[config.mk]
export PLATFORM = sky130hd
export DESIGN_NAME = sram_valid_array
export DESIGN_NICKNAME = d
export VERILOG_FILES = /design/src/rtl/sram_valid_array.sv
export SDC_FILE = /design/constraint.sdc
export NUM_CORES = 2
export LEC_CHECK = 0
export BUFFER_PORTS_ARGS = -buffer_cell sky130_fd_sc_hd__buf_4
export CAP_MARGIN = 25
export CORE_ASPECT_RATIO = 0.8
export CORE_MARGIN = 8
export CORE_UTILIZATION = 55
export DETAILED_ROUTE_END_ITERATION = 6
export MAX_ROUTING_LAYER = met4
export PLACE_DENSITY = 0.77
export SLEW_MARGIN = 20
export SYNTH_ARGS = -nofsm -noshare
export SYNTH_HDL_FRONTEND = slang
export SYNTH_SLANG_ARGS = --single-unit
[constraint.sdc]
create_clock -name CLK -period 12.1 [get_ports CLK]
set_clock_uncertainty 0.2 [all_clocks]
set_input_delay 1.21 -clock CLK [delete_from_list [all_inputs] [get_ports CLK]]
set_output_delay 1.21 -clock CLK [all_outputs]
set_load 0.05 [all_outputs]
[src/rtl/sram_valid_array.sv]
// sram_valid_array: storage array with per-entry valid bits, independent write
// and read-and-consume ports, occupancy counter and full/almost_full/empty decode.
// Optional feature macro: SRAM_VALID_ERR_EN enables the sticky error flags
// err_overwrite and err_rd_empty; without it both flags are tied low.
module sram_valid_array #(
  parameter int SRAM_BIT  = 128,
  parameter int DEPTH     = 16,
  parameter int ADDR_W    = 4,
  parameter int AF_MARGIN = 1
) (
  input  logic                CLK,
  input  logic                rst_n,
  input  logic                wr_en,
  input  logic [ADDR_W-1:0]   wr_addr,
  input  logic [SRAM_BIT-1:0] wr_data,
  input  logic                rd_en,
  input  logic [ADDR_W-1:0]   rd_addr,
  output logic [SRAM_BIT-1:0] rd_data,
  output logic                rd_valid,
  output logic [DEPTH-1:0]    valid_vec,
  output logic [ADDR_W:0]     count,
  output logic                full,
  output logic                almost_full,
  output logic                empty,
  output logic                err_overwrite,
  output logic                err_rd_empty
);

  localparam logic [ADDR_W:0] FULL_CNT = (ADDR_W+1)'(DEPTH);
  localparam logic [ADDR_W:0] AF_CNT   = (ADDR_W+1)'(DEPTH - AF_MARGIN);

  logic [SRAM_BIT-1:0] mem [DEPTH];
  logic [DEPTH-1:0]    valid_nxt;
  logic                same_addr;
  logic                cnt_inc;
  logic                cnt_dec;

  // Next occupancy: the read clears its entry first, so a same-address write wins.
  always_comb begin
    same_addr = (wr_addr == rd_addr);
    valid_nxt = valid_vec;
    if (rd_en) valid_nxt[rd_addr] = 1'b0;
    if (wr_en) valid_nxt[wr_addr] = 1'b1;
    cnt_inc = wr_en && !valid_vec[wr_addr];
    cnt_dec = rd_en && valid_vec[rd_addr] && !(wr_en && same_addr);
  end

  // Data storage has no reset; writes are suppressed while reset is asserted.
  always_ff @(posedge CLK) begin
    if (rst_n && wr_en) mem[wr_addr] <= wr_data;
  end

  // Occupancy bits, counter and read port; read data is the pre-edge contents.
  always_ff @(posedge CLK) begin
    if (!rst_n) begin
      valid_vec <= '0;
      count     <= '0;
      rd_data   <= '0;
      rd_valid  <= 1'b0;
    end else begin
      valid_vec <= valid_nxt;
      count     <= count + {{ADDR_W{1'b0}}, cnt_inc} - {{ADDR_W{1'b0}}, cnt_dec};
      rd_valid  <= rd_en && valid_vec[rd_addr];
      if (rd_en) rd_data <= mem[rd_addr];
    end
  end

  // Status decode from the registered count.
  always_comb begin
    full        = (count == FULL_CNT);
    empty       = (count == '0);
    almost_full = (count >= AF_CNT) && !full;
  end

`ifdef SRAM_VALID_ERR_EN
  // Sticky error flags, cleared only by reset.
  always_ff @(posedge CLK) begin
    if (!rst_n) begin
      err_overwrite <= 1'b0;
      err_rd_empty  <= 1'b0;
    end else begin
      if (wr_en && valid_vec[wr_addr] && !(rd_en && same_addr)) err_overwrite <= 1'b1;
      if (rd_en && !valid_vec[rd_addr]) err_rd_empty <= 1'b1;
    end
  end
`else
  assign err_overwrite = 1'b0;
  assign err_rd_empty  = 1'b0;
`endif

endmodule

* After elaboration in Yosys (flattened, before gate mapping) *
Memory sizes are Yosys's and may differ from the RTL's. A register that Yosys moved wholly into a read port is not among the register bits.
Index checks and enable logic that the tools add are counted.

word-level totals
  memories kept = 1
  output and inout port bits = 155
  RAM bits = 2,048
  logic and storage cells = 41
  register bits after elaboration = 22
  input bits = 140

cells by class
  bitwise operators = 3
  order comparisons = 5
  eq/ne operators = 2
  multiplexer cells = 12
  reduce and logical (&&, ||, !) cells = 13
  $add $sub $neg = 2

memory list
  name  words  width  rd ports  clocked after memory_dff  wr ports  RTL line  RTL
  mem   16     128    1         1                         1         32        logic [SRAM_BIT-1:0] mem [DEPTH];

operators with widths
  cell                                                  number
  two-way mux 16 bit                                    2
  bitwise AND 16 bit                                    1
  NOT 16 bit                                            1
  OR 16 bit                                             1
  < comparator 4 x 5 -> 1 bit (second input constant)   2
  binary-select mux 1 bit (select 4 bit)                2
  demux 1 bit (select 4 bit)                            2
  >= comparator 4 x 1 -> 1 bit (second input constant)  2
  logical AND 1 bit                                     8
  two-way mux 1 bit                                     6
  adder 5 x 1 -> 5 bit                                  1
  == test 5 bit (second input constant)                 1
  >= comparator 5 x 4 -> 1 bit (second input constant)  1
  logical NOT 5 bit                                     1
  subtractor 5 x 1 -> 5 bit                             1
  == test 4 bit                                         1
  logical NOT 1 bit                                     4

* Longest topological paths before layout *
  depth after elaboration = 9
  mapped depth = 16
  mapped depth without buffers = 12

* Worst setup path after synthesis *
OpenSTA, ideal clock, no wires.

  kind = input to register
  start = input rst_n
  end = memory mem[0][0] (enable)
  setup slack = 0.548 ns
  data required time = 11.126 ns
  buffers on the path = 1
  data arrival time = 10.578 ns
  stages = 4
  library setup time = 0.774 ns
  path through = clkbuf_1 nand2_1 or3_1 nor3_1

between the ends
  cells in the longest elaborated chain, start to end = 3

RTL lines
  element                                  RTL line  RTL
  from (decl)                              12        input logic rst_n,
  logical AND 1 bit                        50        if (rst_n && wr_en) mem[wr_addr] <= wr_data;
  two-way mux 1 bit                        50
  two-way mux 1 bit (not written as such)  50
  to (decl)                                32

Every way passes these cells.

* Worst setup path in the final report *
  start = input rst_n
  end = memory mem[0][82] (enable)

The elaborated chain is that of the path after synthesis.

==> impl_metrics.yaml <==
outcome:
  status: "completed"
power:
  p_comb_share_pct: 6.4
  peakVddDrop_v: 0.000140
  finalPower_mw: 15.7
  p_int_mw: 12.3
  switching_share_pct: 21.9
  p_leak_nw: 32.0
  seq_power_share_pct: 54.1
  p_clk_share_pct: 39.6
  powerDensity_nw_per_um2: 167
  switchingPower_mw: 3.44
hold_path:
  min_path_type: "register to register"
  whs_path_depth: 2
clock_tree:
  htree_levels: 4
  clockRootBuffer: "clkbuf_16"
  numCtsBuffers: 199
  path_clk_slew_ps: 60
  cts_hold_buffers: 0
  postCtsSetupRepairBufs: 0
  cts-resized-gates: 0
  cts_sinks: 2198
  clockBufferDepth: 3
  insertion_delay_ps: 830
  cts_tree: "built"
drt:
  via_count: 44000
  avgRoutedWirePerCell_um: 29.0
  ant_nets: 0
  route.detailed.drc: 0
  drtIter0Drc: 5006
  detail_route.first_pass.iterations: 6
  via_per_inst: 6.29
  detail_route.wirelength_um: 203000
synth:
  synth_ff_type: "edfxtp_1"
  syn_area_um2: 83400
  ys_seq_area_share_pct: 77.3
  synth-edff-count: 2048
  netlist_instances: 4491
  avgSynthCellArea_um2: 18.6
  synth.distinct_cells: 51
  synthArstFlopShare_pct: 0
  yosysWarnings: 0
  synth_seq_cells: 2198
place:
  place_area_um2: 87300
  place_hpwl_um: 101000
  gp_congestion: 0.757
  place_inst: 6596
  numPortBuffers: 292
timing:
  tns_ps: 0
  slew_viol_final: 0
  period_share_pct: 39.9
  hold_violations: 0
  fmax_mhz: 207
  whs_ps: 338
  rsz0062_at_grt: "no"
  setup_viol: 0
  fin_crit_ps: 4830
  tightest_slew_ps: 1200
  relSlewSlack_pct: 19.9
final_layout:
  finalNonFillerCells: 7001
  syn2layout_area_growth_pct: 12.5
  stdcell_area_um2: 93900
  n_fill_cell: 10500
  layout_common_cells: "edfxtp_1 (2048), mux2i_1 (776), buf_4 (355)"
  nets: 4933
  post_route_cells_drive_above_1_share_pct: 16.4
  final_common_cell: "edfxtp_1"
global_route:
  grt_use_total_pct: 24.8
  grt_pass1_wl_um: 294000
  grt_overflow: 0
  grt_max_degree: 129
  antenna_found_initial: 30
  grt_pass1_vias: 43700
worst_setup_path:
  cp_slowest_stage_delay_ps: 850
  cp_top_family: "buffers and inverters"
  worst-path-stages: 7
  cp_slowest_cell: "buf_4"
  critical_path.cell_chain: "buf_6, nand2_1, or3_1, nor3_2, buf_4, buf_4, buf_4"
  cp.required_ps: 12340
  crit_buf_inv: 4
  reg2reg_slack_ps: 9150
  cp-start-kind: "input port"
  critPathMaxFanout: 80
  end_kind: "register"
  r2r.worst_path.cells: 11
  crit_top_cell: "buf_4"
  cp.arrival_ps: 5070
  crit_type: "input port to register"
die:
  num_rows: 128
  fp.dieW_um: 451
  fp.coreArea_um2: 152000
  die_area_um2: 165000
  io-pin-count: 295
  die_h_um: 364
  initial_core_util_pct: 55.1
flow_run:
  drv_cap: 0
## synthesized netlist by cell type (7+ instances only)
cell          n  area, µm²
edfxtp_1   2048      61500
mux2i_1     776       7770
o22ai_1     256       1600
dfxtp_1     150       3000
nor2_1      144        541
o21ai_0     139        696
mux4_2      132       2970
a31oi_1     128        801
clkbuf_1    100        375
buf_4        90        676
nand2_1      73        274
nand3_1      73        365
a2bb2oi_1    66        578
a221oi_1     62        543
o21ai_1      62        310
buf_2        38        190
buf_6        37        417
buf_1        13       48.8
ha_1          9        113
inv_1         9       33.8
o211ai_1      9       67.6
nand3b_1      8       60.1
a21oi_1       7       35.0
nand2b_1      7       43.8
## through the flow
stage,worst slack (ps),utilization (%)
final,7270,62.0
after global routing,7230,62.0
after CTS,7350,61.9
after detailed placement,6470,57.7
after global placement,6540,57.6
after floorplan,548,-
## routing by layer
metal | global-route usage (%) | routed length, µm | part of all wire (%) | vias up
li1 | - | - | - | 18800
met5 | - | 0 | 0 | -
met1 | 32.2 | 79900 | 39 | 22800
met3 | 4.68 | 17900 | 8.8 | 319
met4 | 7.50 | 5410 | 2.7 | 0
met2 | 40.3 | 99700 | 49 | 2136
## logic make-up after synthesis
kind of cell,share of synthesized area [%]
flops,77.3
mux,12.9
compound gates,5.69
simple gates,1.76
buf+inv,2.15
fa+ha+maj,0.159
xor+xnor,0.0630
other cells,0.00449
## tightest hold or removal path, delay by kind of cell, from the launching register on
kind / cells / cell delay [ps]
simple gates: 1 / 60
compound gates: 1 / 100
flops: 1 / 340
## final cells by class
cell class                 instances  area [µm²]  share of cell area, %
multi-input combinational       2001       17300                   18.4
clock inverter                    77         837                  0.891
tap                             2015        2520                   2.68
sequential                      2198       64500                   68.7
clock buffer                     298        5620                   5.99
antenna                           29        72.6                 0.0773
timing repair buffer             374        3020                   3.22
inverter                           9        33.8                 0.0360
## path summary, 6_finish.rpt
| path | startpoint | endpoint |
|---|---|---|
| worst max-delay path | rst_n | mem[0][82] |
| worst min-delay path | valid_vec[3] | valid_vec[3] |
| worst max register to register | valid_vec[0] | count[4] |
| worst min register to register | valid_vec[3] | valid_vec[3] |
## power groups by stage
stage | registers [mW] | logic [mW] | clock network (mW)
floorplan | 8.78 | 0.500 | 0
global placement | 8.65 | 0.973 | 0
detailed placement | 8.65 | 0.995 | 0
CTS | 8.49 | 1.00 | 6.27
global route | 8.50 | 1.06 | 6.56
finish | 8.49 | 0.998 | 6.21
## state kept, by name, indices dropped and copies added (netlist names)
register and count:
count 5, mem 2048, rd_data 128, rd_valid 1, valid_vec 16
Note: power is estimated with default switching activity, not from simulation.
